File: src/rtl/pipeline_hazard_controller_if.sv
`default_nettype none
// ============================================================================
// pipeline_hazard_controller_if : hazard/interrupt request and control bundle
// Rev 1.0
// ============================================================================
interface pipeline_hazard_controller_if #(
  parameter int REG_IDX_WIDTH = 5,
  parameter int CNT_WIDTH     = 16
);
  logic [REG_IDX_WIDTH-1:0] id_reg_1_idx;
  logic [REG_IDX_WIDTH-1:0] id_reg_2_idx;
  logic                     id_reg_1_valid;
  logic                     id_reg_2_valid;
  logic [REG_IDX_WIDTH-1:0] ex_reg_dest_idx;
  logic                     ex_mem_read;
  logic                     id_branch_taken;
  logic                     input_enable;
  logic                     input_complete;
  logic                     cpu_pause;
  logic                     uart_request;
  logic                     uart_complete;

  logic [1:0]               if_hazard_control;
  logic [1:0]               id_hazard_control;
  logic [1:0]               ex_hazard_control;
  logic [1:0]               mem_hazard_control;
  logic [1:0]               wb_hazard_control;
  logic                     pc_reset;
  logic                     uart_disable;
  logic [2:0]               issue_type;
  logic [CNT_WIDTH-1:0]     stall_count;

  modport master (
    output id_reg_1_idx, id_reg_2_idx, id_reg_1_valid, id_reg_2_valid,
           ex_reg_dest_idx, ex_mem_read, id_branch_taken, input_enable,
           input_complete, cpu_pause, uart_request, uart_complete,
    input  if_hazard_control, id_hazard_control, ex_hazard_control,
           mem_hazard_control, wb_hazard_control, pc_reset, uart_disable,
           issue_type, stall_count
  );

  modport slave (
    input  id_reg_1_idx, id_reg_2_idx, id_reg_1_valid, id_reg_2_valid,
           ex_reg_dest_idx, ex_mem_read, id_branch_taken, input_enable,
           input_complete, cpu_pause, uart_request, uart_complete,
    output if_hazard_control, id_hazard_control, ex_hazard_control,
           mem_hazard_control, wb_hazard_control, pc_reset, uart_disable,
           issue_type, stall_count
  );
endinterface
`default_nettype wire

File: src/rtl/pipeline_hazard_controller.sv
`default_nettype none
// ============================================================================
// pipeline_hazard_controller : load-use/branch hazards, keypad wait, pause and
// UART reload control for a 5-stage pipeline.  Rev 1.0
// ============================================================================
module pipeline_hazard_controller #(
  parameter int REG_IDX_WIDTH = 5,
  parameter int CNT_WIDTH     = 16
) (
  input  wire logic                   clk,
  input  wire logic                   rst_n,
  pipeline_hazard_controller_if.slave bus
);

  localparam logic [1:0] c_NORMAL = 2'b00;
  localparam logic [1:0] c_STALL  = 2'b01;
  localparam logic [1:0] c_CLEAR  = 2'b10;

  localparam logic [2:0] c_ISSUE_NONE   = 3'd0;
  localparam logic [2:0] c_ISSUE_LOAD   = 3'd1;
  localparam logic [2:0] c_ISSUE_BRANCH = 3'd2;
  localparam logic [2:0] c_ISSUE_KEYPAD = 3'd3;
  localparam logic [2:0] c_ISSUE_PAUSE  = 3'd4;
  localparam logic [2:0] c_ISSUE_UART   = 3'd5;

  localparam logic [REG_IDX_WIDTH-1:0] c_IDX_ZERO = '0;
  localparam logic [CNT_WIDTH-1:0]     c_CNT_MAX  = '1;

  typedef enum logic [1:0] {
    S_UART   = 2'd0,
    S_RUN    = 2'd1,
    S_KEYPAD = 2'd2,
    S_PAUSE  = 2'd3
  } state_t;

  state_t               r_state;
  state_t               w_next_state;
  logic [CNT_WIDTH-1:0] r_stall_count;

  logic [1:0] w_if_ctrl;
  logic [1:0] w_id_ctrl;
  logic [1:0] w_ex_ctrl;
  logic [1:0] w_mem_ctrl;
  logic [1:0] w_wb_ctrl;
  logic       w_pc_reset;
  logic       w_uart_disable;
  logic [2:0] w_issue;
  logic       w_load_use;
  logic       w_keypad_wait;
  logic       w_any_stall;

  // Register 0 is hard-wired zero, so a load targeting it never creates a dependency.
  assign w_load_use = bus.ex_mem_read && (bus.ex_reg_dest_idx != c_IDX_ZERO) &&
                      ((bus.id_reg_1_valid && (bus.id_reg_1_idx == bus.ex_reg_dest_idx)) ||
                       (bus.id_reg_2_valid && (bus.id_reg_2_idx == bus.ex_reg_dest_idx)));

  assign w_keypad_wait = bus.input_enable && !bus.input_complete;

  always_comb begin
    w_next_state   = r_state;
    w_if_ctrl      = c_NORMAL;
    w_id_ctrl      = c_NORMAL;
    w_ex_ctrl      = c_NORMAL;
    w_mem_ctrl     = c_NORMAL;
    w_wb_ctrl      = c_NORMAL;
    w_pc_reset     = 1'b0;
    w_uart_disable = 1'b1;
    w_issue        = c_ISSUE_NONE;

    case (r_state)
      S_UART: begin
        w_if_ctrl      = c_CLEAR;
        w_id_ctrl      = c_CLEAR;
        w_ex_ctrl      = c_CLEAR;
        w_mem_ctrl     = c_CLEAR;
        w_wb_ctrl      = c_CLEAR;
        w_pc_reset     = 1'b1;
        w_uart_disable = 1'b0;
        w_issue        = c_ISSUE_UART;
        if (bus.uart_complete) begin
          w_next_state = S_RUN;
        end
      end

      S_RUN: begin
        // Keypad wait freezes everything up to MEM; load-use beats a taken branch.
        if (w_keypad_wait) begin
          w_if_ctrl  = c_STALL;
          w_id_ctrl  = c_STALL;
          w_ex_ctrl  = c_STALL;
          w_mem_ctrl = c_STALL;
          w_wb_ctrl  = c_CLEAR;
          w_issue    = c_ISSUE_KEYPAD;
        end else if (w_load_use) begin
          w_if_ctrl  = c_STALL;
          w_id_ctrl  = c_STALL;
          w_ex_ctrl  = c_CLEAR;
          w_issue    = c_ISSUE_LOAD;
        end else if (bus.id_branch_taken) begin
          w_id_ctrl  = c_CLEAR;
          w_issue    = c_ISSUE_BRANCH;
        end

        if (bus.uart_request) begin
          w_next_state = S_UART;
        end else if (w_keypad_wait) begin
          w_next_state = S_KEYPAD;
        end else if (bus.cpu_pause) begin
          w_next_state = S_PAUSE;
        end
      end

      S_KEYPAD: begin
        if (bus.input_complete) begin
          w_next_state = S_RUN;
        end else begin
          w_if_ctrl  = c_STALL;
          w_id_ctrl  = c_STALL;
          w_ex_ctrl  = c_STALL;
          w_mem_ctrl = c_STALL;
          w_wb_ctrl  = c_CLEAR;
          w_issue    = c_ISSUE_KEYPAD;
        end
      end

      S_PAUSE: begin
        w_if_ctrl  = c_STALL;
        w_id_ctrl  = c_STALL;
        w_ex_ctrl  = c_STALL;
        w_mem_ctrl = c_STALL;
        w_wb_ctrl  = c_STALL;
        w_issue    = c_ISSUE_PAUSE;
        if (bus.uart_request) begin
          w_next_state = S_UART;
        end else if (bus.cpu_pause) begin
          w_next_state = S_RUN;
        end
      end

      default: begin
        w_next_state = S_UART;
      end
    endcase
  end

  assign w_any_stall = (w_if_ctrl == c_STALL) || (w_id_ctrl == c_STALL) ||
                       (w_ex_ctrl == c_STALL) || (w_mem_ctrl == c_STALL) ||
                       (w_wb_ctrl == c_STALL);

  always_ff @(posedge clk or negedge rst_n) begin
    if (!rst_n) begin
      r_state       <= S_UART;
      r_stall_count <= '0;
    end else begin
      r_state <= w_next_state;
      if (w_any_stall && (r_stall_count != c_CNT_MAX)) begin
        r_stall_count <= r_stall_count + CNT_WIDTH'(1);
      end
    end
  end

  assign bus.if_hazard_control  = w_if_ctrl;
  assign bus.id_hazard_control  = w_id_ctrl;
  assign bus.ex_hazard_control  = w_ex_ctrl;
  assign bus.mem_hazard_control = w_mem_ctrl;
  assign bus.wb_hazard_control  = w_wb_ctrl;
  assign bus.pc_reset           = w_pc_reset;
  assign bus.uart_disable       = w_uart_disable;
  assign bus.issue_type         = w_issue;
  assign bus.stall_count        = r_stall_count;

endmodule
`default_nettype wire

File: src/flat_wrapper.sv
// flat-port wrapper written by rule: the top's interface ports become plain ports
module pipeline_hazard_controller_flat 
#(
  parameter int REG_IDX_WIDTH = 5,
  parameter int CNT_WIDTH     = 16
)
  (clk, rst_n, bus_id_reg_1_idx, bus_id_reg_2_idx, bus_id_reg_1_valid, bus_id_reg_2_valid, bus_ex_reg_dest_idx, bus_ex_mem_read, bus_id_branch_taken, bus_input_enable, bus_input_complete, bus_cpu_pause, bus_uart_request, bus_uart_complete, bus_if_hazard_control, bus_id_hazard_control, bus_ex_hazard_control, bus_mem_hazard_control, bus_wb_hazard_control, bus_pc_reset, bus_uart_disable, bus_issue_type, bus_stall_count);
  pipeline_hazard_controller_if #(.REG_IDX_WIDTH(REG_IDX_WIDTH), .CNT_WIDTH(CNT_WIDTH)) bus_i ();
  input  wire logic clk;
  input  wire logic rst_n;
  input wire logic [$bits(bus_i.id_reg_1_idx)-1:0] bus_id_reg_1_idx;
  input wire logic [$bits(bus_i.id_reg_2_idx)-1:0] bus_id_reg_2_idx;
  input wire logic [$bits(bus_i.id_reg_1_valid)-1:0] bus_id_reg_1_valid;
  input wire logic [$bits(bus_i.id_reg_2_valid)-1:0] bus_id_reg_2_valid;
  input wire logic [$bits(bus_i.ex_reg_dest_idx)-1:0] bus_ex_reg_dest_idx;
  input wire logic [$bits(bus_i.ex_mem_read)-1:0] bus_ex_mem_read;
  input wire logic [$bits(bus_i.id_branch_taken)-1:0] bus_id_branch_taken;
  input wire logic [$bits(bus_i.input_enable)-1:0] bus_input_enable;
  input wire logic [$bits(bus_i.input_complete)-1:0] bus_input_complete;
  input wire logic [$bits(bus_i.cpu_pause)-1:0] bus_cpu_pause;
  input wire logic [$bits(bus_i.uart_request)-1:0] bus_uart_request;
  input wire logic [$bits(bus_i.uart_complete)-1:0] bus_uart_complete;
  output wire logic [$bits(bus_i.if_hazard_control)-1:0] bus_if_hazard_control;
  output wire logic [$bits(bus_i.id_hazard_control)-1:0] bus_id_hazard_control;
  output wire logic [$bits(bus_i.ex_hazard_control)-1:0] bus_ex_hazard_control;
  output wire logic [$bits(bus_i.mem_hazard_control)-1:0] bus_mem_hazard_control;
  output wire logic [$bits(bus_i.wb_hazard_control)-1:0] bus_wb_hazard_control;
  output wire logic [$bits(bus_i.pc_reset)-1:0] bus_pc_reset;
  output wire logic [$bits(bus_i.uart_disable)-1:0] bus_uart_disable;
  output wire logic [$bits(bus_i.issue_type)-1:0] bus_issue_type;
  output wire logic [$bits(bus_i.stall_count)-1:0] bus_stall_count;
  assign bus_i.id_reg_1_idx = bus_id_reg_1_idx;
  assign bus_i.id_reg_2_idx = bus_id_reg_2_idx;
  assign bus_i.id_reg_1_valid = bus_id_reg_1_valid;
  assign bus_i.id_reg_2_valid = bus_id_reg_2_valid;
  assign bus_i.ex_reg_dest_idx = bus_ex_reg_dest_idx;
  assign bus_i.ex_mem_read = bus_ex_mem_read;
  assign bus_i.id_branch_taken = bus_id_branch_taken;
  assign bus_i.input_enable = bus_input_enable;
  assign bus_i.input_complete = bus_input_complete;
  assign bus_i.cpu_pause = bus_cpu_pause;
  assign bus_i.uart_request = bus_uart_request;
  assign bus_i.uart_complete = bus_uart_complete;
  assign bus_if_hazard_control = bus_i.if_hazard_control;
  assign bus_id_hazard_control = bus_i.id_hazard_control;
  assign bus_ex_hazard_control = bus_i.ex_hazard_control;
  assign bus_mem_hazard_control = bus_i.mem_hazard_control;
  assign bus_wb_hazard_control = bus_i.wb_hazard_control;
  assign bus_pc_reset = bus_i.pc_reset;
  assign bus_uart_disable = bus_i.uart_disable;
  assign bus_issue_type = bus_i.issue_type;
  assign bus_stall_count = bus_i.stall_count;
  pipeline_hazard_controller #(.REG_IDX_WIDTH(REG_IDX_WIDTH), .CNT_WIDTH(CNT_WIDTH)) u_core (.clk(clk), .rst_n(rst_n), .bus(bus_i));
endmodule
File: config.mk
export PLATFORM = sky130hd
export DESIGN_NAME = pipeline_hazard_controller_flat
export DESIGN_NICKNAME = d
export VERILOG_FILES = /design/src/rtl/pipeline_hazard_controller_if.sv /design/src/rtl/pipeline_hazard_controller.sv /design/src/flat_wrapper.sv
export SDC_FILE = /design/constraint.sdc
export NUM_CORES = 1
export LEC_CHECK = 0
export BUFFER_PORTS_ARGS = -buffer_cell sky130_fd_sc_hd__buf_2
export CORE_ASPECT_RATIO = 0.8
export CORE_UTILIZATION = 50
export CTS_CLUSTER_DIAMETER = 30
export DETAILED_ROUTE_END_ITERATION = 10
export PLACE_DENSITY = 0.85
export SLEW_MARGIN = 30
export SYNTH_ARGS = -nofsm -noshare
export SYNTH_HDL_FRONTEND = slang
export SYNTH_SLANG_ARGS = --single-unit
File: constraint.sdc
create_clock -name clk -period 5 [get_ports clk]
set_clock_uncertainty 0.2 [all_clocks]
set_input_delay 1 -clock clk [delete_from_list [all_inputs] [get_ports clk]]
set_output_delay 1 -clock clk [all_outputs]
set_load 0.05 [all_outputs]
* Yosys cells after proc, flatten, opt, wreduce, memory -nomap -nowiden
Cells that the tools add are included.
** Word-level totals
- Flip-flop bits (word level) :: 18
- Input bits :: 26
- Output and inout port bits :: 31
** Cells by class
- Add/subtract/negate cells :: 1
- Eq/ne operators :: 15
- Muxes and demuxes :: 31
- Reductions and logical operators :: 15
** Operators by type and width (number)
- 2-bit one-hot mux with 4 select lines :: 6
- 2-bit 2-to-1 mux :: 17
- 16-bit by 1-bit adder with 16-bit output (second input constant) :: 1
- 16-bit != test (second input constant) :: 1
- 2-bit by 1-bit == test with 1-bit output (second input constant) :: 6
- 3-bit one-hot mux with 4 select lines :: 1
- 5-bit == test :: 2
- 1-bit logical AND :: 6
- 3-bit 2-to-1 mux :: 2
- 1-bit logical OR :: 5
- 1-bit 2-to-1 mux :: 5
- 5-bit nonzero test :: 1
- 2-bit == test (second input constant) :: 2
- 2-bit != test (second input constant) :: 2
- 4-bit by 3-bit != test with 1-bit output (second input constant) :: 1
- 4-bit AND reduction :: 1
- 3-bit != test (second input constant) :: 1
- 2-bit logical NOT :: 1
- 1-bit logical NOT :: 1

* Depth between registers and ports, before layout
Gate-level depths: netlist of run 1.
- Depth in word-level cells :: 13
- Gate-level depth with buffers :: 10
- Depth with buffers taken out :: 8

* Worst setup path before layout of run 1
No wires, ideal clock.
- Kind :: register to output
- Start point :: register u_core.r_state[0]
- End point :: output bus_issue_type[0]
- Arrival time :: 2.660 ns
- Data required time :: 3.800 ns
- Path slack :: 1.140 ns
- Cell stages (with the launch flop) :: 6
- Path buffers :: 0
- Cell sequence :: dfrtp_1 inv_1 ha_1 inv_1 o21ai_0 or2_2
** Between the ends
- Word-level cells in the longest chain between the ends :: 2
** RTL lines
- start, declared :: RTL line pipeline_hazard_controller.sv:36 : state_t r_state;
- start signal, assigned :: RTL line pipeline_hazard_controller.sv:155 : r_state <= w_next_state;
- 2-bit == test (tied with other cells) :: RTL line pipeline_hazard_controller.sv:70 : case (r_state)
- 3-bit one-hot mux with 4 select lines (*) :: RTL line pipeline_hazard_controller.sv:70
- end, declared :: RTL line flat_wrapper.sv:30 : output wire logic [$bits(bus_i.issue_type)-1:0] bus_issue_type;
Every way passes the cells marked *; elsewhere a longest branch is shown, timed or not.

* Worst setup path after layout of run 1
- Start point :: input bus_ex_reg_dest_idx[0]
- End point :: output bus_issue_type[0]
** Between the ends
- Word-level cells in the longest chain between the ends :: 7
** RTL lines
- start, declared :: RTL line flat_wrapper.sv:15 : input wire logic [$bits(bus_i.ex_reg_dest_idx)-1:0] bus_ex_reg_dest_idx;
- 5-bit == test (on tied branches) :: RTL line pipeline_hazard_controller.sv:54, pipeline_hazard_controller.sv:55
- 1-bit logical AND (on tied branches) :: RTL line pipeline_hazard_controller.sv:54, pipeline_hazard_controller.sv:55
- 1-bit logical OR :: RTL line pipeline_hazard_controller.sv:54 : ((bus.id_reg_1_valid && (bus.id_reg_1_idx == bus.ex_reg_dest_idx)) ||
- 1-bit logical AND (*) :: RTL line pipeline_hazard_controller.sv:53 : assign w_load_use = bus.ex_mem_read && (bus.ex_reg_dest_idx != c_IDX_ZERO) &&
- 3-bit 2-to-1 mux (*) :: RTL line pipeline_hazard_controller.sv:94 : end else if (w_load_use) begin
- 3-bit 2-to-1 mux (*) :: RTL line pipeline_hazard_controller.sv:87 : if (w_keypad_wait) begin
- 3-bit one-hot mux with 4 select lines (*) :: RTL line pipeline_hazard_controller.sv:70
Marked as above.

==> results.md, run 1 <==
* Status: finished with violations
* Failing checks: DRC
* Die width at 57.2 um
* Routability congestion estimate at 0.815
* Worst skew pair latency at 0.29 ns
* Total track usage at 24.0%
* Final worst-path cycle share at 76.6%
* Final count of pins violating max slew at 0
* Startpoint Class: input pin
* Vias in the first global route at 1025
* Cell row count at 15
* Initial antenna violation count at 0
* Drt pass-1 iters at 7
* DP Cell Count at 208
* Largest family of logic cells by synthesized area: simple AND/OR/NAND/NOR gates
* Final setup TNS at 0 ns
* Maximum clock rate at 261 MHz
* Layout cells sized above 1 at 34.8%
* Die area at 2640 um^2
* Chip height at 46.2 um
* Max_cap viols at 0
* Final hold violations at 0
* Post-CTS Setup Bufs at 0
* Library cells used by synthesis at 34
* Peak supply drop at 0.482 mV
* Post-synthesis sequential area ratio at 37.0%
* Post-DR wirelength/cell at 13.7 um
* RSZ-0062 raised after global routing: false
* DP Wirelength at 2.26 mm
* Syn_area_per_cell at 9.23 um^2
* Synthesis Warnings at 0
* Synth Cell Area at 1220 um^2
* Synthesized netlist net count at 163
* Power Total at 1.06 mW
* CTS Hold Bufs at 0
* CP Capture Type: output port
* Initial DRC count at 54
* Core area at 2230 um^2
* Synth Register Bits at 18
* IO Port Bufs at 56
* Vias per inst at 5.40
* Post-Syn Instances at 132
* CTS resizes at 0
* Area grow syn2layout at 25.4%
* Worst path required time at 3.80 ns
* H-tree Lvls at 1
* Remaining antenna violation count at 0
* Slew HR at 68.2%
* Power Density at 691 nW/um^2
* Simple-gate area share of the yosys netlist at 22.9%
* CTS clk-pin slew, worst paths at 0.10 ns
* Grt total ovfl at 0
* Fin cells at 212
* Worst hold-check path type: reg2reg
* Crit Path Max Fanout at 4
* Leak at 0.845 nW
* Drt total wl at 2.91 mm
* Starting Density at 54.6%
* Finish-stage setup viols at 0
* Final Critical Period at 3.83 ns
* CTS sink count at 18
* Post-synthesis mux area share at 1.23%
* Vias at 1145
* Worst-margin pin slew at 0.477 ns
* Drc violations at 9
* Final nets at 219
* Total CTS buffers at 3
* Synth Area in XOR/XNOR at 18.0%
* CTS tree: built
* Post-synthesis compound-gate area fraction at 10.2%
* # IOs at 57
* Number of diodes at 0
* Synth Area in Adders at 5.13%
* Hold slack final at 0.286 ns
* Clock buffer depth at 2
* CTS root buffer: clkbuf_4
* CP arrival at 2.63 ns
* First-pass GRT wire length at 4.74 mm
* Worst Path Class, Setup: in2out
* Largest net degree at the start of global routing at 19
metal layers:
metal | part of all wire [%] | global-route usage, % | vias to the layer above
met2 | 50 | 41.9 | 29
met1 | 45 | 30.1 | 550
met5 | 0 | 0 | -
met3 | 3.7 | 5.90 | 2
li1 | - | - | 564
met4 | 0.24 | 7.32 | 0
state kept, by name, indices dropped and copies added, names as in the netlist:
signal and count:
u_core.r_state 2, u_core.bus.stall_count 16
through the flow:
stage / setup slack (ns) / instance area [um^2] / util [%]
floorplan: 1.14 / 1220 / -
global placement: 1.23 / 1490 / 66.8
detailed placement: 1.16 / 1490 / 66.8
CTS: 1.16 / 1530 / 68.4
global route: 1.05 / 1530 / 68.4
finish: 1.17 / 1530 / 68.4
path summary, 6_finish.rpt:
kind	startpoint	end	slack, ns	cells after the start
worst max-delay path	bus_ex_reg_dest_idx[0]	bus_issue_type[0]	1.17	7
worst min-delay path	u_core.bus.stall_count[7]$_DFFE_PN0P_	u_core.bus.stall_count[7]$_DFFE_PN0P_	0.29	1
worst max register to register	u_core.bus.stall_count[0]$_DFFE_PN0P_	u_core.bus.stall_count[1]$_DFFE_PN0P_	2.52	5
worst min register to register	u_core.bus.stall_count[7]$_DFFE_PN0P_	u_core.bus.stall_count[7]$_DFFE_PN0P_	0.29	1
max in group asynchronous	rst_n	u_core.bus.stall_count[3]$_DFFE_PN0P_	3.91	1
min in group asynchronous	rst_n	u_core.bus.stall_count[6]$_DFFE_PN0P_	0.41	1
cell usage in the layout (no fill, tap or decap), types with 2 or more instances in the layout:
master	netlist	layout
ha_1	5	5
xnor2_1	12	12
or3_1	2	2
a21oi_1	3	3
nor3_1	5	5
nand2b_1	2	2
a21o_1	2	2
nand3_1	8	8
dfrtp_1	18	18
xor2_1	13	13
clkbuf_4	0	3
nand2_1	10	10
o21ai_0	2	2
nor2_1	15	15
buf_2	1	56
inv_1	8	8
nand4_1	2	2
o22ai_1	2	2
nor4_1	3	3
o32ai_1	2	2
power by group:
| group | internal, mW | switching (mW) |
|---|---|---|
| Clock | 0.0444 | 0.0447 |
| Combinational | 0.183 | 0.561 |
| Sequential | 0.178 | 0.0447 |
cells by family after synthesis:
logic type,count (synthesis)
AOI/OAI and AO/OA,16
xor gates and xnor gates,25
adders and majority gates,5
buffers and inverters,13
DFF,18
muxes,1
and+or+nand+nor,54
worst max-delay path, stage by stage:
cell and delay [ns]:
buf_2 0.12, or4_1 0.50, o21ai_0 0.23, nand2b_1 0.22, nor2_1 0.08, or2_2 0.27
buf_2 0.21
layout make-up:
cell class / count / area (um^2)
clock buffers: 4 / 36.3
fillers: 177 / 706
inverters: 8 / 30.0
multi-input cells: 101 / 699
flip-flops and latches: 18 / 450
well taps: 25 / 31.3
repair buffers: 56 / 280
synthesized netlist by cell type:
library cell,instances,share of area [%]
buf_2,1,0.41
buf_4,3,1.8
nor2_1,15,4.6
nor4b_1,1,0.72
ha_1,5,5.1
xnor2_1,12,8.6
buf_6,1,0.92
o22ai_1,2,1.0
nor3_1,5,2.1
o31ai_1,1,0.62
and3_2,1,0.62
o32ai_1,2,1.4
dfrtp_1,18,37
nor4_1,3,1.5
inv_1,8,2.5
nand2b_1,2,1.0
and3_1,1,0.51
a31oi_4,1,1.7
or4_1,1,0.62
or3_1,2,1.0
a21oi_1,3,1.2
and2_1,1,0.51
a31oi_1,1,0.51
o21ai_0,2,0.82
o221ai_1,1,0.72
a21o_1,2,1.2
nand4_1,2,1.0
o32a_1,1,0.82
nand4_4,1,1.7
nand2_1,10,3.1
nand3_1,8,3.3
mux2_4,1,1.2
xor2_1,13,9.3
or2_2,1,0.51
Note: power is estimated with default switching activity, not from simulation.
==> run 2: changes to the inputs <==
--- a/config.mk
+++ b/config.mk
@@ -7,10 +7,10 @@
 export LEC_CHECK = 0
 export BUFFER_PORTS_ARGS = -buffer_cell sky130_fd_sc_hd__buf_2
 export CORE_ASPECT_RATIO = 0.8
-export CORE_UTILIZATION = 50
+export CORE_UTILIZATION = 42
 export CTS_CLUSTER_DIAMETER = 30
 export DETAILED_ROUTE_END_ITERATION = 10
-export PLACE_DENSITY = 0.85
+export PLACE_DENSITY = 0.76
 export SLEW_MARGIN = 30
 export SYNTH_ARGS = -nofsm -noshare
 export SYNTH_HDL_FRONTEND = slang
==> constraint.sdc (replaced) <==
create_clock -name clk -period 3.47 [get_ports clk]
set_clock_uncertainty 0.2 [all_clocks]
set_input_delay 0.694 -clock clk [delete_from_list [all_inputs] [get_ports clk]]
set_output_delay 0.694 -clock clk [all_outputs]
set_load 0.05 [all_outputs]
==> run 2 against run 1 <==
  * The run now ends clean
  * Largest power group unchanged
  * Via count is 1.2% lower
  * Count of clock-buffer cells in the layout unchanged
  * Register-to-register slack worse by 1.5 ns
  * Highest routed layer unchanged
  * First-iteration DRC count shrank 46%
  * Clock power up 39%
  * Largest cell class unchanged
  * Worst hold slack got worse by 0.17 ns
  * Sequential share of layout area fell by 0.31 points
  * Flip-flop and latch count stayed put
  * Non-clock buffer count unchanged
  * Global-route usage decreased by 5.2 points
==> results.md, run 2 (same netlist as run 1, synthesis figures left out) <==
* Maximum clock rate at 315 MHz
* RSZ-0062 raised after global routing: false (unchanged)
* Drc violations at 0 (was 9)
* IO Port Bufs at 56 (unchanged)
* Worst path required time at 2.58 ns (was 3.80 ns)
* Worst skew pair latency at 0.29 ns (about the same)
* Core area at 2770 um^2 (was 2230 um^2)
* Starting Density at 44.1% (was 54.6%)
* CTS sink count at 18 (unchanged)
* Largest net degree at the start of global routing at 19 (unchanged)
* Routability congestion estimate at 0.844 (was 0.815)
* Fillers at 272 (was 177)
* CTS Hold Bufs at 0 (unchanged)
* Vias in the first global route at 1054 (was 1025)
* Commonest non-fill, non-tap cell in the layout: buf_2 (unchanged)
* CTS root buffer: clkbuf_4 (unchanged)
* Area grow syn2layout at 26.7% (was 25.4%)
* Total CTS buffers at 3 (unchanged)
* Peak supply drop at 0.370 mV (was 0.482 mV)
* Die area at 3120 um^2 (was 2640 um^2)
* Final nets at 219 (unchanged)
* Status: finished clean (was finished with violations)
* H-tree Lvls at 1 (unchanged)
* Hold slack final at 0.116 ns (was 0.286 ns)
* Die width at 62.2 um (was 57.2 um)
* Final Critical Period at 3.18 ns
* Final worst-path cycle share at 91.6%
* Slew HR at 68.8% (was 68.2%)
* CTS clk-pin slew, worst paths at 0.10 ns (about the same)
* Max FFs per register at 16 (unchanged)
* Post-DR wirelength/cell at 12.1 um (was 13.7 um)
* Vias at 1131 (was 1145)
* Power Total at 1.50 mW (was 1.06 mW)
* Initial antenna violation count at 0 (unchanged)
* Number of diodes at 0 (unchanged)
* Multi-input gate area at 699 um^2 (unchanged)
* Register area at 450 um^2 (unchanged)
* Initial DRC count at 29 (was 54)
* Drt pass-1 iters at 4 (was 7)
* Cell row count at 17 (was 15)
* Final setup TNS at 0 ns (unchanged)
* CP arrival at 2.28 ns (was 2.63 ns)
* Power Density at 970 nW/um^2 (was 691 nW/um^2)
* CTS resizes at 0 (unchanged)
* Finish-stage setup viols at 0 (unchanged)
* Drt total wl at 2.72 mm (was 2.91 mm)
* CTS tree: built (unchanged)
* Worst hold-check path type: in2async (was reg2reg)
* Commonest non-fill, non-tap cells in the layout: buf_2, dfrtp_1, nor2_1 (unchanged)
* Final count of pins violating max slew at 0 (unchanged)
* Chip height at 50.2 um (was 46.2 um)
* Worst-margin pin slew at 0.467 ns (was 0.477 ns)
* Remaining antenna violation count at 0 (unchanged)
* Final hold violations at 0 (unchanged)
* Startpoint Class: input pin (unchanged)
* DP Wirelength at 2.19 mm (was 2.26 mm)
* Vias per inst at 5.03 (was 5.40)
* Post-CTS Setup Bufs at 0 (unchanged)
* CP Capture Type: output port (unchanged)
* Max_cap viols at 0 (unchanged)
* Worst Path Class, Setup: in2out (unchanged)
* Leak at 0.845 nW (about the same)
* First-pass GRT wire length at 4.71 mm (was 4.74 mm)
* Clock buffer depth at 2 (unchanged)
* Total track usage at 18.8% (was 24.0%)
* Grt total ovfl at 0 (unchanged)
* Finished Core Util at 55.8% (was 68.4%)
* Crit Path Max Fanout at 4 (unchanged)
* # IOs at 57 (unchanged)
* Layout cells sized above 1 at 34.8% (unchanged)
## run 2: cell counts in the layout (fill, tap and decap cells not counted)
No cell type changed its count.
## run 2: routing by layer
| metal | wire, um | GRT usage [%] | part of all wire, % |
|---|---|---|---|
| met5 | 0 | 0 | 0 |
| met4 | 12 | 3.49 | 0.44 |
| met3 | 132 | 5.00 | 4.9 |
| met2 | 1340 | 31.1 | 49 |
| met1 | 1230 | 25.0 | 45 |
## run 2: final cells by class
cell class	count	share of cell area [%]
Multi-Input combinational cell	101	45.3
Clock buffer	4	2.35
Timing Repair Buffer	56	18.2
Sequential cell	18	29.2
Tap cell	38	3.08
Inverter	8	1.94
## run 2: worst paths after layout
| kind | from | end | slack (ns) | cells past startpoint |
|---|---|---|---|---|
| setup / recovery | bus_ex_reg_dest_idx[0] | bus_issue_type[0] | 0.29 | 7 |
| hold / removal | rst_n | u_core.bus.stall_count[6]$_DFFE_PN0P_ | 0.12 | 1 |
| setup reg to reg | u_core.r_state[1]$_DFFE_PN0P_ | u_core.bus.stall_count[15]$_DFFE_PN0P_ | 1.06 | 7 |
| hold reg to reg | u_core.bus.stall_count[7]$_DFFE_PN0P_ | u_core.bus.stall_count[7]$_DFFE_PN0P_ | 0.30 | 1 |
| max in group asynchronous | rst_n | u_core.bus.stall_count[13]$_DFFE_PN0P_ | 2.67 | 1 |
| min in group clk | u_core.bus.stall_count[7]$_DFFE_PN0P_ | u_core.bus.stall_count[7]$_DFFE_PN0P_ | 0.30 | 1 |
## run 2: worst max-delay path, stage by stage
cell	delay, ns
buf_2	0.12
or4_1	0.51
o21ai_0	0.19
nand2b_1	0.20
nor2_1	0.09
or2_2	0.27
buf_2	0.21
## run 2: where the power goes
| group | leakage (nW) | internal (mW) | switching [mW] |
|---|---|---|---|
| Combinational | 0.592 | 0.263 | 0.798 |
| Clock | 0.0210 | 0.0639 | 0.0601 |
| Sequential | 0.232 | 0.257 | 0.0560 |
| Total | 0.845 | 0.584 | 0.914 |
## run 2: through the flow
step | setup slack, ns | instances | cell area, um^2
after global routing | 0.154 | 225 | 1540
after CTS | 0.282 | 225 | 1540
after detailed placement | 0.278 | 221 | 1510
after global placement | 0.303 | 221 | 1510
final | 0.292 | 225 | 1540
after floorplan | 0.0411 | 132 | 1220
==> run 3: changes to the inputs <==
--- a/config.mk
+++ b/config.mk
@@ -10,7 +10,9 @@
 export CORE_UTILIZATION = 42
 export CTS_CLUSTER_DIAMETER = 30
 export DETAILED_ROUTE_END_ITERATION = 10
+export HOLD_SLACK_MARGIN = 0.12
 export PLACE_DENSITY = 0.76
+export RECOVER_POWER = 25
 export SLEW_MARGIN = 30
 export SYNTH_ARGS = -nofsm -noshare
 export SYNTH_HDL_FRONTEND = slang
==> run 3 against run 2 <==
  * Die area unchanged
  * Sequential share of layout area about the same
  * Final cell count unchanged
  * First-iteration DRC count increased by 3.4%
  * Clock power about the same
  * Flip-flop and latch count unchanged
  * Core utilization is essentially flat
  * Critical path depth did not move
  * Global-route usage stayed put
  * Via count rose by 0.27%
  * Combinational power hardly changed
  * Non-clock buffer count did not move
  * Critical path type unchanged
  * Critical endpoint unchanged
==> results.md, run 3 (same netlist as run 1, synthesis figures left out) <==
* CP max stage delay at 0.51 ns (about the same)
* Drt pass-1 iters at 4 (unchanged)
* Die width at 62.2 um (unchanged)
* Combinational Power Share at 70.8% (about the same)
* CTS clk-pin slew, worst paths at 0.10 ns (about the same)
* Leak at 0.842 nW (was 0.845 nW)
* Worst skew pair latency at 0.29 ns (about the same)
* Finish-stage setup viols at 0 (unchanged)
* Most numerous cell on the critical path: buf_2 (unchanged)
* DP Wirelength at 2.19 mm (unchanged)
* CTS Hold Bufs at 0 (unchanged)
* Crit Path Max Fanout at 4 (unchanged)
* Slowest stage cell, crit path: or4_1 (unchanged)
* Total CTS buffers at 3 (unchanged)
* Initial DRC count at 30 (was 29)
* Worst Path Class, Setup: in2out (unchanged)
* Remaining antenna violation count at 0 (unchanged)
* Switch Pwr at 0.916 mW (was 0.914 mW)
* Commonest non-fill, non-tap cell in the layout: buf_2 (unchanged)
* Hold Crit Start: u_core.bus.stall_count[7]$_DFFE_PN0P_
* Power Density at 972 nW/um^2 (was 970 nW/um^2)
* # IOs at 57 (unchanged)
* Grt total ovfl at 0 (unchanged)
* Total track usage at 18.8% (unchanged)
* Status: finished clean (unchanged)
* Drt total wl at 2.73 mm (was 2.72 mm)
* Switching part of the total at 61.1% (was 61.0%)
* Register area at 450 um^2 (unchanged)
* Core area at 2770 um^2 (unchanged)
* CTS root buffer: clkbuf_4 (unchanged)
* Starting Density at 44.1% (unchanged)
* Max_cap viols at 0 (unchanged)
* CTS tree: built (unchanged)
* Worst-margin pin slew at 0.951 ns (was 0.467 ns)
* RSZ-0062 raised after global routing: false (unchanged)
* CTS resizes at 0 (unchanged)
* Final worst-path cycle share at 91.6% (about the same)
* Worst path required time at 2.58 ns (about the same)
* CP Cell Sequence: buf_2 > or4_1 > o21ai_0 > nand2b_1 > nor2_1 > or2_2 > buf_2 (unchanged)
* Max FFs per register at 16 (unchanged)
* Multi-input gate area at 699 um^2 (unchanged)
* Cell row count at 17 (unchanged)
* Maximum clock rate at 315 MHz (about the same)
* Fin cells at 225 (unchanged)
* Delay-heaviest family, CP: simple AND/OR/NAND/NOR gates (unchanged)
* Post-DR wirelength/cell at 12.1 um (about the same)
* Placed Area at 1510 um^2 (unchanged)
* Worst reg2reg startpoint: u_core.r_state[1]$_DFFE_PN0P_ (unchanged)
* Slew HR at 36.6% (was 68.8%)
* Vias per inst at 5.04 (was 5.03)
* Routability congestion estimate at 0.844 (unchanged)
* Clock buffer depth at 2 (unchanged)
* CP arrival at 2.28 ns (about the same)
* Hold slack final at 0.299 ns (was 0.116 ns)
* Clock Power Share at 8.3% (about the same)
* Worst hold-check path type: reg2reg (was in2async)
* Vias at 1134 (was 1131)
* Commonest non-fill, non-tap cells in the layout: buf_2, dfrtp_1, nor2_1 (unchanged)
* H-tree Lvls at 1 (unchanged)
* Fillers at 273 (was 272)
* Final Critical Period at 3.18 ns (about the same)
* DP Cell Count at 221 (unchanged)
* CP Capture Type: output port (unchanged)
* Post-CTS Setup Bufs at 0 (unchanged)
* Area grow syn2layout at 26.6% (was 26.7%)
* Final hold violations at 0 (unchanged)
* CTS sink count at 18 (unchanged)
* Number of diodes at 0 (unchanged)
* Peak supply drop at 0.370 mV (about the same)
* Final count of pins violating max slew at 0 (unchanged)
* Startpoint Class: input pin (unchanged)
* Layout cells sized above 1 at 34.2% (was 34.8%)
* Die area at 3120 um^2 (unchanged)
* Vias in the first global route at 1054 (unchanged)
* Largest net degree at the start of global routing at 19 (unchanged)
* Initial antenna violation count at 0 (unchanged)
* Final setup TNS at 0 ns (unchanged)
* Drc violations at 0 (unchanged)
* CP startpoint: bus_ex_reg_dest_idx[0] (unchanged)
* Int Power at 0.584 mW (about the same)
* Design area at 1540 um^2 (about the same)
* Share of power burned in registers at 20.9% (about the same)
* Worst Path Buf+Inv at 2 (unchanged)
* IO Port Bufs at 56 (unchanged)
* Final nets at 219 (unchanged)
* Chip height at 50.2 um (unchanged)
* First-pass GRT wire length at 4.71 mm (unchanged)
==> run 3: changes by cell type in the layout (fill, tap and decap cells not counted), sizes merged <==
cell / delta
clkbuf: +1
buf: -1
==> run 3: power by group through the flow <==
stage	registers (mW)	logic (mW)	clock network, mW
floorplan	0.429	0.773	0
global placement	0.313	1.05	0
detailed placement	0.317	1.06	0
CTS	0.313	1.07	0.130
global route	0.324	1.13	0.138
finish	0.313	1.06	0.124
==> run 3: final timing paths <==
path / end / slack [ns] / cells after the start
hold / removal: u_core.bus.stall_count[7]$_DFFE_PN0P_ / 0.30 / 1
hold reg to reg: u_core.bus.stall_count[7]$_DFFE_PN0P_ / 0.30 / 1
max in group asynchronous: u_core.bus.stall_count[13]$_DFFE_PN0P_ / 2.17 / 1
setup reg to reg: u_core.bus.stall_count[15]$_DFFE_PN0P_ / 1.05 / 7
setup / recovery: bus_issue_type[0] / 0.29 / 7
min in group asynchronous: u_core.bus.stall_count[0]$_DFFE_PN0P_ / 0.32 / 1
==> run 3: final cells by class <==
type / instances / share of cell area (%)
Clock buffer: 4 / 2.35
Multi-Input combinational cell: 101 / 45.3
Sequential cell: 18 / 29.2
Inverter: 8 / 1.95
Timing Repair Buffer: 56 / 18.1
Tap cell: 38 / 3.08
==> run 3: metal layers <==
metal | routed length, um | track usage, % | vias to the layer above
li1 | - | - | 567
met1 | 1230 | 25.0 | 536
met2 | 1350 | 31.1 | 29
met3 | 132 | 5.00 | 2
met4 | 12 | 3.49 | 0
met5 | 0 | 0 | -
==> run 3: per-stage QoR <==
stage | setup WS [ns] | utilization (%) | power [mW]
6_report | 0.292 | 55.8 | 1.50
5_1_grt | 0.154 | 55.8 | 1.59
4_1_cts | 0.282 | 55.8 | 1.51
3_5_place_dp | 0.278 | 54.5 | 1.38
3_3_place_gp | 0.303 | 54.5 | 1.36
2_1_floorplan | 0.0411 | - | 1.20
